==> src/rtl/lpc_pkg.sv <==
// Shared definitions for the LPC register block and the BIOS/OS watchdog:
// watchdog state encoding, WatchDogReg field positions and register addresses.
package lpc_pkg;

    typedef enum logic [1:0] {
        IDLE   = 2'd0,
        RUN    = 2'd1,
        WARN   = 2'd2,
        EXPIRE = 2'd3
    } wdt_state_t;

    localparam int unsigned WDT_EN_BIT     = 7;
    localparam int unsigned WDT_IRQ_EN_BIT = 6;
    localparam int unsigned WDT_TO_MSB     = 5;

    localparam logic [7:0] LPC_ADDR_WDT_LOAD  = 8'h0B;
    localparam logic [7:0] LPC_ADDR_WDT_CLEAR = 8'h0C;

    // A zero timeout field stands for the maximum of 64 ticks.
    function automatic logic [6:0] decode_timeout(input logic [WDT_TO_MSB:0] field);
        return (field == '0) ? 7'd64 : {1'b0, field};
    endfunction

endpackage

==> src/rtl/wdt_prescaler.sv <==
// Watchdog tick generator: free-running modulo-TICK_CYCLES counter with a
// synchronous clear, flagging the last count of each period as a tick.
module wdt_prescaler #(
    parameter int unsigned TICK_CYCLES = 33_000_000
) (
    input  logic clk_i,
    input  logic rst_i,
    input  logic clr_i,
    output logic tick_o
);

    localparam int unsigned CW = $clog2(TICK_CYCLES);
    localparam logic [CW-1:0] LAST = CW'(TICK_CYCLES - 1);

    logic [CW-1:0] cnt_q;
    logic [CW-1:0] cnt_d;

    always_comb begin
        cnt_d = cnt_q;
        if (clr_i) begin
            cnt_d = '0;
        end else if (cnt_q == LAST) begin
            cnt_d = '0;
        end else begin
            cnt_d = cnt_q + CW'(1);
        end
    end

    always_ff @(posedge clk_i) begin
        if (rst_i) begin
            cnt_q <= '0;
        end else begin
            cnt_q <= cnt_d;
        end
    end

    assign tick_o = (cnt_q == LAST);

endmodule

==> src/rtl/bios_wdt_timer.sv <==
// BIOS/OS watchdog: down-counts coarse ticks after a software kick, raises a
// pre-expiry IREQ, then latches WatchDogOccurred and stretches a reset request.
module bios_wdt_timer
    import lpc_pkg::*;
#(
    parameter int unsigned TICK_CYCLES  = 33_000_000,
    parameter int unsigned WARN_TICKS   = 2,
    parameter int unsigned RESET_CYCLES = 16
) (
    input  logic       LpcClock,
    input  logic       PciReset,
    input  logic [7:0] WatchDogReg,
    input  logic       LoadWDTimer,
    input  logic       ClearStatus,
    output logic       WatchDogIREQ,
    output logic       WatchDogOccurred,
    output logic       WdtResetReq,
    output logic [6:0] WdtCount
);

    localparam int unsigned PW = (RESET_CYCLES > 1) ? $clog2(RESET_CYCLES) : 1;
    localparam logic [PW-1:0] PULSE_LAST = PW'(RESET_CYCLES - 1);

    wdt_state_t    state_q, state_d;
    logic [6:0]    cnt_q, cnt_d;
    logic [PW-1:0] pulse_q, pulse_d;
    logic          rreq_q, rreq_d;
    logic          occ_q, occ_d;
    logic          pre_clr;
    logic          tick;
    logic          wdt_en;
    logic [6:0]    timeout;
    logic [6:0]    cnt_dec;

    assign wdt_en  = WatchDogReg[WDT_EN_BIT];
    assign timeout = decode_timeout(WatchDogReg[WDT_TO_MSB:0]);
    assign cnt_dec = cnt_q - 7'd1;

    wdt_prescaler #(
        .TICK_CYCLES(TICK_CYCLES)
    ) u_prescaler (
        .clk_i (LpcClock),
        .rst_i (PciReset),
        .clr_i (pre_clr),
        .tick_o(tick)
    );

    // Priority in RUN/WARN: disable, then kick, then tick.
    always_comb begin
        state_d = state_q;
        cnt_d   = cnt_q;
        pulse_d = pulse_q;
        rreq_d  = rreq_q;
        occ_d   = ClearStatus ? 1'b0 : occ_q;
        pre_clr = 1'b1;
        case (state_q)
            IDLE: begin
                rreq_d = 1'b0;
                if (LoadWDTimer && wdt_en) begin
                    state_d = RUN;
                    cnt_d   = timeout;
                end
            end
            RUN, WARN: begin
                pre_clr = 1'b0;
                if (!wdt_en) begin
                    state_d = IDLE;
                    cnt_d   = '0;
                    pre_clr = 1'b1;
                end else if (LoadWDTimer) begin
                    state_d = RUN;
                    cnt_d   = timeout;
                    pre_clr = 1'b1;
                end else if (tick) begin
                    cnt_d = cnt_dec;
                    if (cnt_dec == '0) begin
                        state_d = EXPIRE;
                        occ_d   = 1'b1;
                        rreq_d  = 1'b1;
                        pulse_d = PULSE_LAST;
                    end else if (cnt_dec <= 7'(WARN_TICKS)) begin
                        state_d = WARN;
                    end
                end
            end
            EXPIRE: begin
                if (pulse_q == '0) begin
                    state_d = IDLE;
                    rreq_d  = 1'b0;
                end else begin
                    pulse_d = pulse_q - PW'(1);
                end
            end
            default: begin
                state_d = IDLE;
                cnt_d   = '0;
                rreq_d  = 1'b0;
            end
        endcase
    end

    always_ff @(posedge LpcClock) begin
        if (PciReset) begin
            state_q <= IDLE;
            cnt_q   <= '0;
            pulse_q <= '0;
            rreq_q  <= 1'b0;
            occ_q   <= 1'b0;
        end else begin
            state_q <= state_d;
            cnt_q   <= cnt_d;
            pulse_q <= pulse_d;
            rreq_q  <= rreq_d;
            occ_q   <= occ_d;
        end
    end

    assign WatchDogIREQ     = (state_q == WARN) && WatchDogReg[WDT_IRQ_EN_BIT];
    assign WatchDogOccurred = occ_q;
    assign WdtResetReq      = rreq_q;
    assign WdtCount         = cnt_q;

endmodule

==> config.mk <==
export PLATFORM = sky130hd
export DESIGN_NAME = bios_wdt_timer
export DESIGN_NICKNAME = d
export VERILOG_FILES = /design/src/rtl/lpc_pkg.sv /design/src/rtl/wdt_prescaler.sv /design/src/rtl/bios_wdt_timer.sv
export SDC_FILE = /design/constraint.sdc
export NUM_CORES = 1
export LEC_CHECK = 0
export ABC_AREA = 1
export ABC_CLOCK_PERIOD_IN_PS = 2700
export BUFFER_PORTS_ARGS = -buffer_cell sky130_fd_sc_hd__buf_2
export CORE_MARGIN = 2
export CORE_UTILIZATION = 56
export DETAILED_ROUTE_END_ITERATION = 7
export PLACE_DENSITY = 0.76
export SLEW_MARGIN = 5
export SYNTH_ARGS = -nofsm -noshare
export SYNTH_HDL_FRONTEND = slang
export SYNTH_SLANG_ARGS = --single-unit
==> constraint.sdc <==
create_clock -name LpcClock -period 2.7 [get_ports LpcClock]
set_input_delay 0.27 -clock LpcClock [delete_from_list [all_inputs] [get_ports LpcClock]]
set_output_delay 0.27 -clock LpcClock [all_outputs]
set_load 0.01 [all_outputs]
==> results.json, run 1 <==
{
  "crit_arrival_ns": 2.16,
  "routabilityCongestion": 0.878,
  "insertion_delay_ns": 0.29,
  "cpMostUsedCell": "nand2_1",
  "cts.sinks": 40,
  "dpl.hpwl_um": 3900,
  "clock_path_buffers": 2,
  "critPathKind": "reg -> reg",
  "drv_cap": 0,
  "wirelength_um": 5130,
  "worstPathCellList": "inv_1 -> ha_1 -> inv_1 -> nor2_2 -> nand2_1 -> o21ai_1 -> nand2_1 -> nor2_2 -> nand3_1 -> nand2_2 -> nand2_1 -> nand2_1 -> a21oi_1",
  "r2r_end": "pulse_q[3]",
  "final.fill_count": 393,
  "ys_ff_latch": 40,
  "synth_top_area_share_pct": 32.9,
  "portBuffers": 21,
  "crit_required_ns": 2.87,
  "core_area_um2": 4090,
  "p_per_area_nw_per_um2": 762,
  "antenna_found_initial": 0,
  "setup.worst_path.end_class": "flip-flop",
  "grt_pass1_wl_um": 8700,
  "dieArea_um2": 4890,
  "hp-start": "ClearStatus",
  "drc": 0,
  "layout-drive-gt1-share_pct": 18.2,
  "synth_cell_types": 36,
  "p_leak_nw": 1.07,
  "synth_most_common_cell": "nand2_1",
  "grt-ovfl-total": 0,
  "start_util_pct": 59.6,
  "cp_max_fo": 6,
  "max_slew_margin_pct": 60.6,
  "grt_max_degree": 20,
  "drtIter0Drc": 164,
  "detail-route-antenna-nets": 0,
  "synth-edff-count": 0,
  "wl_per_cell_um": 11.6,
  "hp-class": "in -> reg",
  "dpl.cell_count": 434,
  "fin_crit_ns": 1.99,
  "ir_drop_v": 0.000640,
  "ys_top_cells_by_area": "dfxtp_1 33%, nand2_1 12%, inv_1 9.2%",
  "synth.avg_cell_area_um2": 6.66,
  "cp-startpoint": "WdtCount[0]",
  "outcome": "completed",
  "cts-htree-levels": 2,
  "cts_setup_buffers": 0,
  "slowest_delay_ns": 0.35,
  "die_width_um": 70.0,
  "timing.fmax_mhz": 503,
  "cts_resized": 0,
  "yosysWarnings": 0,
  "cts_hold_buf": 0,
  "synth_commonest_cells": "80 x nand2_1, 60 x inv_1, 40 x dfxtp_1, 35 x nor2_1, 24 x a21oi_1",
  "rsz0062_at_grt": "false",
  "critPathLaunchType": "flip-flop",
  "setup_violations": 0,
  "async_reset_ff_share_pct": 0,
  "synth_area_um2": 2440,
  "num_io_pins": 22,
  "finalMaxSlewViolations": 0,
  "yosysSeqAreaShare_pct": 32.9,
  "drt_first_pass_iters": 4,
  "fin_skew_ns": 0.00876,
  "rows": 23,
  "tightest_slew_ns": 0.591,
  "cts_root_buffer": "clkbuf_8",
  "finalNonFillerCells": 441,
  "hold_depth": 3,
  "yosysTopAreaCell": "dfxtp_1",
  "n_antenna_cell": 0,
  "tritoncts": "built",
  "area_delta_synth_final_pct": 9.24,
  "synth_flop_cell": "dfxtp_1",
  "netlist_instances": 366,
  "crit_slowest_cell": "dfxtp_1",
  "r2r-start": "WdtCount[0]",
  "track_usage_pct": 21.5,
  "tns_ns": 0,
  "fin_hold_ws_ns": 0.302,
  "vias_per_cell": 5.16,
  "hold_violations": 0,
  "finalCritPeriodShare_pct": 73.7,
  "grt_pass1_vias": 1995,
  "hold_end": "WatchDogOccurred",
  "ff2ff_path_depth": 13,
  "numCtsBuffers": 5,
  "totalPowerFinal_w": 0.00203,
  "rrSetupSlack_ns": 0.71,
  "synth_fp_nets": 387,
  "vias": 2277,
  "die_y_um": 70.0,
  "clk_pin_slew_worst_paths_ns": 0.08,
  "layout.nets": 412
}
[worst max path at each step]
stage          cells after the start          to
6_report                          13  pulse_q[3]
5_1_grt                           13  pulse_q[3]
4_1_cts                           13  pulse_q[3]
3_5_place_dp                      13  pulse_q[3]
3_3_place_gp                      13  pulse_q[3]
2_1_floorplan                     13  pulse_q[3]
[registers in the layout, indices dropped and copies added, names as in the netlist]
register,count
WatchDogOccurred,1
u_prescaler.cnt_q,25
pulse_q,4
WdtCount,7
state_q,2
WdtResetReq,1
[layout make-up]
class / count / area [um^2] / share of cell area (%)
multi-input combinational: 256 / 1360 / 51.2
sequential: 40 / 801 / 30.1
inverter: 67 / 251 / 9.45
timing repair buffer: 21 / 105 / 3.95
clock buffer: 6 / 72.6 / 2.73
tap: 50 / 62.6 / 2.35
clock inverter: 1 / 5.00 / 0.188
[cells in the final DEF, fill, tap and decap left out, types with 8 or more instances in the layout]
cell type,instances
nor2_1,35
dfxtp_1,40
buf_2,21
ha_1,9
nand4_1,11
nor3_1,8
nand2_2,9
nand2_1,80
nor2_2,11
a21oi_1,24
inv_1,60
nand3_1,19
[metal layers]
layer	share of wire, %	up-vias	global-route usage, %
li1	-	1217	-
met1	51	1003	30.4
met2	44	52	34.0
met3	4.5	5	3.61
met4	0.98	0	5.77
met5	0	-	0
[power breakdown]
part	total, W	switching, W	internal [W]
Clock	0.000377	0.000201	0.000176
Combinational	0.000924	0.000583	0.000341
Sequential	0.000726	0.0000639	0.000662
[cell families (layout without fill, tap and decap cells)]
kind of cell	Yosys count	in the layout	share of synthesized area [%]
DFF	40	40	32.9
and+or+nand+nor	193	193	38.1
xor gates and xnor gates	5	5	1.80
buffers and inverters	70	95	11.1
adders and majority gates	9	9	4.62
AOI/OAI and AO/OA	49	49	11.5
[per-stage QoR]
| step | utilization, % | cell area (um^2) | worst slack (ns) |
|---|---|---|---|
| after detailed placement | 63.2 | 2580 | 0.748 |
| after floorplan | - | 2440 | 0.926 |
| after global routing | 65.1 | 2660 | 0.484 |
| after global placement | 63.2 | 2580 | 0.831 |
| after CTS | 65.1 | 2660 | 0.734 |
| final | 65.1 | 2660 | 0.711 |
[critical path, delay by kind of cell, from the launching register on]
kind / cells / cell delay (ns)
buffers and inverters: 2 / 0.23
and+or+nand+nor: 8 / 0.88
AOI/OAI and AO/OA: 2 / 0.17
adders and majority gates: 1 / 0.21
DFF: 1 / 0.35
No activity file was read; power rests on OpenSTA's default activity.
==> run 2, diff against run 1 <==
--- a/config.mk
+++ b/config.mk
@@ -6,12 +6,12 @@
 export NUM_CORES = 1
 export LEC_CHECK = 0
 export ABC_AREA = 1
-export ABC_CLOCK_PERIOD_IN_PS = 2700
+export ABC_CLOCK_PERIOD_IN_PS = 1600
 export BUFFER_PORTS_ARGS = -buffer_cell sky130_fd_sc_hd__buf_2
 export CORE_MARGIN = 2
-export CORE_UTILIZATION = 56
+export CORE_UTILIZATION = 53
 export DETAILED_ROUTE_END_ITERATION = 7
-export PLACE_DENSITY = 0.76
+export PLACE_DENSITY = 0.75
 export SLEW_MARGIN = 5
 export SYNTH_ARGS = -nofsm -noshare
 export SYNTH_HDL_FRONTEND = slang
==> constraint.sdc (replaced) <==
create_clock -name LpcClock -period 1.6 [get_ports LpcClock]
set_input_delay 0.16 -clock LpcClock [delete_from_list [all_inputs] [get_ports LpcClock]]
set_output_delay 0.16 -clock LpcClock [all_outputs]
set_load 0.01 [all_outputs]
==> run 2 against run 1 <==
  * The flow now finishes with violations (negative setup slack)
  * Register-to-register slack got worse by 0.90 ns
  * Clock power rose by 130%
  * Core utilization rose by 15 points
  * Maximum frequency rose by 11%
  * Worst setup slack got worse by 0.90 ns
  * Power rose by 140%
  * Non-clock buffer count rose by 56
  * Clock-buffer cell count fell by 1
  * Final cell count rose by 13%
  * Critical endpoint is now pulse_q[2]
  * Hold slack got worse by 0.12 ns
==> results.json, run 2 (synthesis gave the netlist of run 1 again) <==
{
  "outcome": "finished, violations left",
  "violations": "negative setup slack",
  "top_register": "u_prescaler.cnt_q",
  "tightest_slew_ns": 0.447,
  "finalMaxSlewViolations": 0,
  "largest_reg_flops": 25,
  "layout.nets": 468,
  "cp_max_fo": 5,
  "vias_per_cell": 5.52,
  "timing.fmax_mhz": 557,
  "fin_crit_ns": 1.79,
  "hold_violations": 0,
  "max_slew_margin_pct": 69.9,
  "cp-startpoint": "WdtCount[1]",
  "grt_pass1_wl_um": 10100,
  "insertion_delay_ns": 0.31,
  "final_cell_mix": "73 x nand2_1, 50 x inv_1, 50 x buf_4",
  "crit_slowest_cell": "dfxtp_4",
  "core_area_um2": 4380,
  "r2r-start": "WdtCount[1]",
  "grt-ovfl-total": 0,
  "worst_slack_ns": -0.194,
  "area_delta_synth_final_pct": 43.8,
  "rsz0062_at_grt": "true",
  "dpl.hpwl_um": 4450,
  "critPathLaunchType": "flip-flop",
  "top_layer": "met4",
  "hp-start": "ClearStatus",
  "fin_hold_ws_ns": 0.183,
  "track_usage_pct": 24.4,
  "vias": 2759,
  "clk_pin_slew_worst_paths_ns": 0.09,
  "drtIter0Drc": 197,
  "p_leak_nw": 1.48,
  "cts.sinks": 40,
  "grt_max_degree": 14,
  "tritoncts": "built",
  "wirelength_um": 7290,
  "cts_root_buffer": "clkbuf_8",
  "rrSetupSlack_ns": -0.19,
  "worstPathCellList": "inv_4 -> ha_4 -> inv_2 -> nor2_4 -> nand2_2 -> o21ai_2 -> nand2_2 -> nor2_4 -> nand3_4 -> nand2_4 -> nand3_1 -> a21oi_2",
  "rows": 24,
  "tns_ns": -1.52,
  "portBuffers": 21,
  "slowest_delay_ns": 0.37,
  "start_util_pct": 55.6,
  "crit_arrival_ns": 2.03,
  "grt_pass1_vias": 2317,
  "critPathTopFamily": "simple AND/OR/NAND/NOR gates",
  "setup_violations": 15,
  "p_per_area_nw_per_um2": 1390,
  "dieArea_um2": 5150,
  "fin_skew_ns": 0.0123,
  "crit_required_ns": 1.84,
  "clock_path_buffers": 2,
  "wl_per_cell_um": 14.6,
  "ir_drop_v": 0.00102,
  "drv_cap": 0,
  "die_width_um": 71.8,
  "die_y_um": 71.8,
  "drt_first_pass_iters": 5,
  "finalCritPeriodShare_pct": 112,
  "wl_met3_um": 418,
  "hp-class": "in -> reg",
  "final_common_cell": "nand2_1",
  "numCtsBuffers": 5,
  "num_io_pins": 22,
  "routabilityCongestion": 0.925,
  "critPathBufInv": 2,
  "layout-drive-gt1-share_pct": 43.5,
  "cts-htree-levels": 2,
  "met1_length_um": 3090,
  "antenna_found_initial": 0,
  "n_antenna_cell": 0,
  "drc": 0,
  "critPathKind": "reg -> reg",
  "setup.worst_path.end_class": "flip-flop",
  "wl_met2_um": 3560,
  "detail-route-antenna-nets": 0
}
[run 2: cell types whose count changed in the layout (fill, tap and decap cells not counted), sizes merged]
| cell | before | now |
|---|---|---|
| clkbuf | 6 | 5 |
| clkinvlp | 0 | 1 |
| bufinv | 0 | 1 |
| buf | 21 | 77 |
[run 2: worst paths after layout]
kind	endpoint	cells after the start
worst max-delay path	pulse_q[2]	12
worst min-delay path	WatchDogOccurred	3
worst max register to register	pulse_q[2]	12
worst min register to register	pulse_q[1]	2
[run 2: worst min-delay path: cells and delay by family]
kind	cells	cell delay [ns]
AO/OA/AOI/OAI	1	0.17
AND/OR/NAND/NOR	1	0.04
buffers and inverters	1	0.07
[run 2: metal layers]
layer | up-vias | track usage [%]
li1 | 1328 | -
met4 | 0 | 8.60
met2 | 117 | 39.7
met5 | - | 0
met1 | 1289 | 32.4
met3 | 25 | 4.50
[run 2: area by class of cell]
| cell class | instances | area (um^2) |
|---|---|---|
| Clock buffer | 5 | 68.8 |
| Multi-Input combinational cell | 256 | 1680 |
| Fill cell | 284 | 882 |
| Timing Repair Buffer | 77 | 557 |
| Clock inverter | 3 | 42.5 |
| Inverter | 67 | 262 |
| Tap cell | 52 | 65.1 |
| Sequential cell | 40 | 825 |
[run 2: stage by stage]
step / power [W] / worst slack (ns) / instances / cell area, um^2 / utilization [%]
3_5_place_dp: 0.00336 / -0.113 / 477 / 2920 / 66.7
3_3_place_gp: 0.00331 / -0.0716 / 477 / 2920 / 66.7
5_1_grt: 0.00511 / -0.298 / 500 / 3500 / 79.9
4_1_cts: 0.00442 / -0.0858 / 490 / 3170 / 72.3
2_1_floorplan: 0.00253 / 0.00690 / 366 / 2470 / -
6_report: 0.00486 / -0.194 / 500 / 3500 / 79.9
[run 2: repair_timing]
action / in CTS / in global routing
resized for setup: 24 / 71
hold buffers: 0 / 0
pin swaps: 7 / 25
setup buffers: 5 / 11
endpoints found under the setup margin: 23 / 40
[run 2: report_power, final]
part	leakage (nW)	switching, W	internal [W]	total (W)
Combinational	1.09	0.00149	0.00125	0.00274
Clock	0.0541	0.000403	0.000462	0.000865
Sequential	0.332	0.000124	0.00113	0.00125
==> run 3, diff against run 2 <==
--- a/config.mk
+++ b/config.mk
@@ -11,6 +11,7 @@
 export CORE_MARGIN = 2
 export CORE_UTILIZATION = 53
 export DETAILED_ROUTE_END_ITERATION = 7
+export MAX_ROUTING_LAYER = met4
 export PLACE_DENSITY = 0.75
 export SLEW_MARGIN = 5
 export SYNTH_ARGS = -nofsm -noshare
==> run 3 against run 2 <==
  * Maximum frequency barely moved
  * Largest cell class unchanged
  * Non-clock buffer count is the same
  * Cell area unchanged
  * Worst setup slack lost 0.0014 ns
  * Via count about the same
  * Power down 0.12%
  * Sequential share of layout area did not move
  * Sequential power is essentially flat
  * The run still ends with negative setup slack left
  * Critical endpoint unchanged
  * First-iteration DRC count shrank 6.1%
==> results.json, run 3 (synthesis gave the netlist of run 1 again) <==
{
  "layout-drive-gt1-share_pct": 43.5,
  "multi_input_area_um2": 1680,
  "vias": 2761,
  "place_ws_ns": -0.113,
  "placed_area_um2": 2920,
  "p_leak_nw": 1.48,
  "layout.nets": 468,
  "core_area_um2": 4380,
  "num_io_pins": 22,
  "portBuffers": 21,
  "start_util_pct": 55.6,
  "drv_cap": 0,
  "crit_arrival_ns": 2.03,
  "crit_required_ns": 1.84,
  "wl_per_cell_um": 14.4,
  "drt_first_pass_iters": 5,
  "detail-route-antenna-nets": 0,
  "critPathKind": "reg -> reg",
  "final_core_util_pct": 79.9,
  "dieArea_um2": 5150,
  "antenna_found_initial": 0,
  "rsz0062_at_grt": "true",
  "cts_root_buffer": "clkbuf_8",
  "stdcell_area_um2": 3500,
  "finalMaxSlewViolations": 0,
  "track_usage_pct": 25.1,
  "fin_skew_ns": 0.0102,
  "tns_ns": -1.51,
  "hold_violations": 0,
  "timing.fmax_mhz": 557,
  "drtIter0Drc": 185,
  "final.fill_count": 284,
  "clk_pin_slew_worst_paths_ns": 0.09,
  "final_cell_mix": "73 x nand2_1, 50 x inv_1, 50 x buf_4",
  "crit_slowest_cell": "dfxtp_4",
  "n_antenna_cell": 0,
  "rows": 24,
  "hp-class": "in -> reg",
  "insertion_delay_ns": 0.31,
  "ir_drop_v": 0.00102,
  "worstPathCellList": "inv_4 -> ha_4 -> inv_2 -> nor2_4 -> nand2_2 -> o21ai_2 -> nand2_2 -> nor2_4 -> nand3_4 -> nand2_4 -> nand3_1 -> a21oi_2",
  "grt_pass1_wl_um": 10100,
  "grt-ovfl-total": 0,
  "area_delta_synth_final_pct": 43.8,
  "finalCritPeriodShare_pct": 112,
  "slowest_delay_ns": 0.37,
  "dpl.hpwl_um": 4450,
  "grt_pass1_vias": 2316,
  "setup.worst_path.end_class": "flip-flop",
  "cp_max_fo": 5,
  "critPathLaunchType": "flip-flop",
  "fin_crit_ns": 1.80,
  "final_common_cell": "nand2_1",
  "numCtsBuffers": 5,
  "vias_per_cell": 5.52,
  "largest_reg_flops": 25,
  "max_slew_margin_pct": 70.0,
  "setup_violations": 15,
  "routabilityCongestion": 0.942,
  "grt_max_degree": 14,
  "p_per_area_nw_per_um2": 1390,
  "tritoncts": "built",
  "top_register": "u_prescaler.cnt_q",
  "outcome": "finished, violations left",
  "cts-htree-levels": 2,
  "die_width_um": 71.8,
  "die_y_um": 71.8,
  "violations": "negative setup slack",
  "wirelength_um": 7220,
  "tightest_slew_ns": 0.446,
  "drc": 0,
  "worst_slack_ns": -0.196,
  "cts.sinks": 40,
  "ff_latch_area_um2": 825,
  "clock_path_buffers": 2
}
## run 3: stage by stage
stage | hold slack (ns) | instances | total power [W]
after floorplan | 0.382 | 366 | 0.00253
after global placement | 0.449 | 477 | 0.00331
after detailed placement | 0.457 | 477 | 0.00336
after CTS | 0.175 | 490 | 0.00442
after global routing | 0.210 | 500 | 0.00511
final | 0.182 | 500 | 0.00485
## run 3: what timing repair did
action	in CTS	in global routing
pin swaps	7	25
setup buffers	5	11
hold buffers	0	0
setup endpoints to repair	23	40
endpoints found under the hold margin	0	0
gates resized for setup	24	71
## run 3: layout make-up
type / instances / area share (%)
well taps: 52 / 1.86
flip-flops and latches: 40 / 23.5
multi-input cells: 256 / 48.1
repair buffers: 77 / 15.9
clock inverters: 3 / 1.21
inverters: 67 / 7.47
clock buffers: 5 / 1.96
## run 3: path summary, 6_finish.rpt
kind               start  slack [ns]               end  depth (start not counted)
max          WdtCount[1]       -0.20        pulse_q[2]                         12
min          ClearStatus        0.18  WatchDogOccurred                          3
max reg2reg  WdtCount[1]       -0.20        pulse_q[2]                         12
min reg2reg   pulse_q[1]        0.47        pulse_q[1]                          2
## run 3: report_power, final
| part | internal, W | switching, W | leakage, nW | total, W |
|---|---|---|---|---|
| registers | 0.00113 | 0.000123 | 0.332 | 0.00125 |
| clock network | 0.000462 | 0.000403 | 0.0541 | 0.000865 |
| logic | 0.00125 | 0.00148 | 1.09 | 0.00274 |
## run 3: per-layer routing
metal	vias to the layer above	part of all wire (%)	track usage [%]
li1	1328	-	-
met4	0	2.5	8.60
met1	1276	42	32.2
met3	23	6.0	4.50
met5	-	0	-
met2	134	49	39.8
## run 3: worst max-delay path, delay by kind of cell (launching register included)
family / cells / cell delay (ns)
compound gates: 2 / 0.31
buf+inv: 2 / 0.10
fa+ha+maj: 1 / 0.13
simple gates: 7 / 0.82
flops: 1 / 0.37
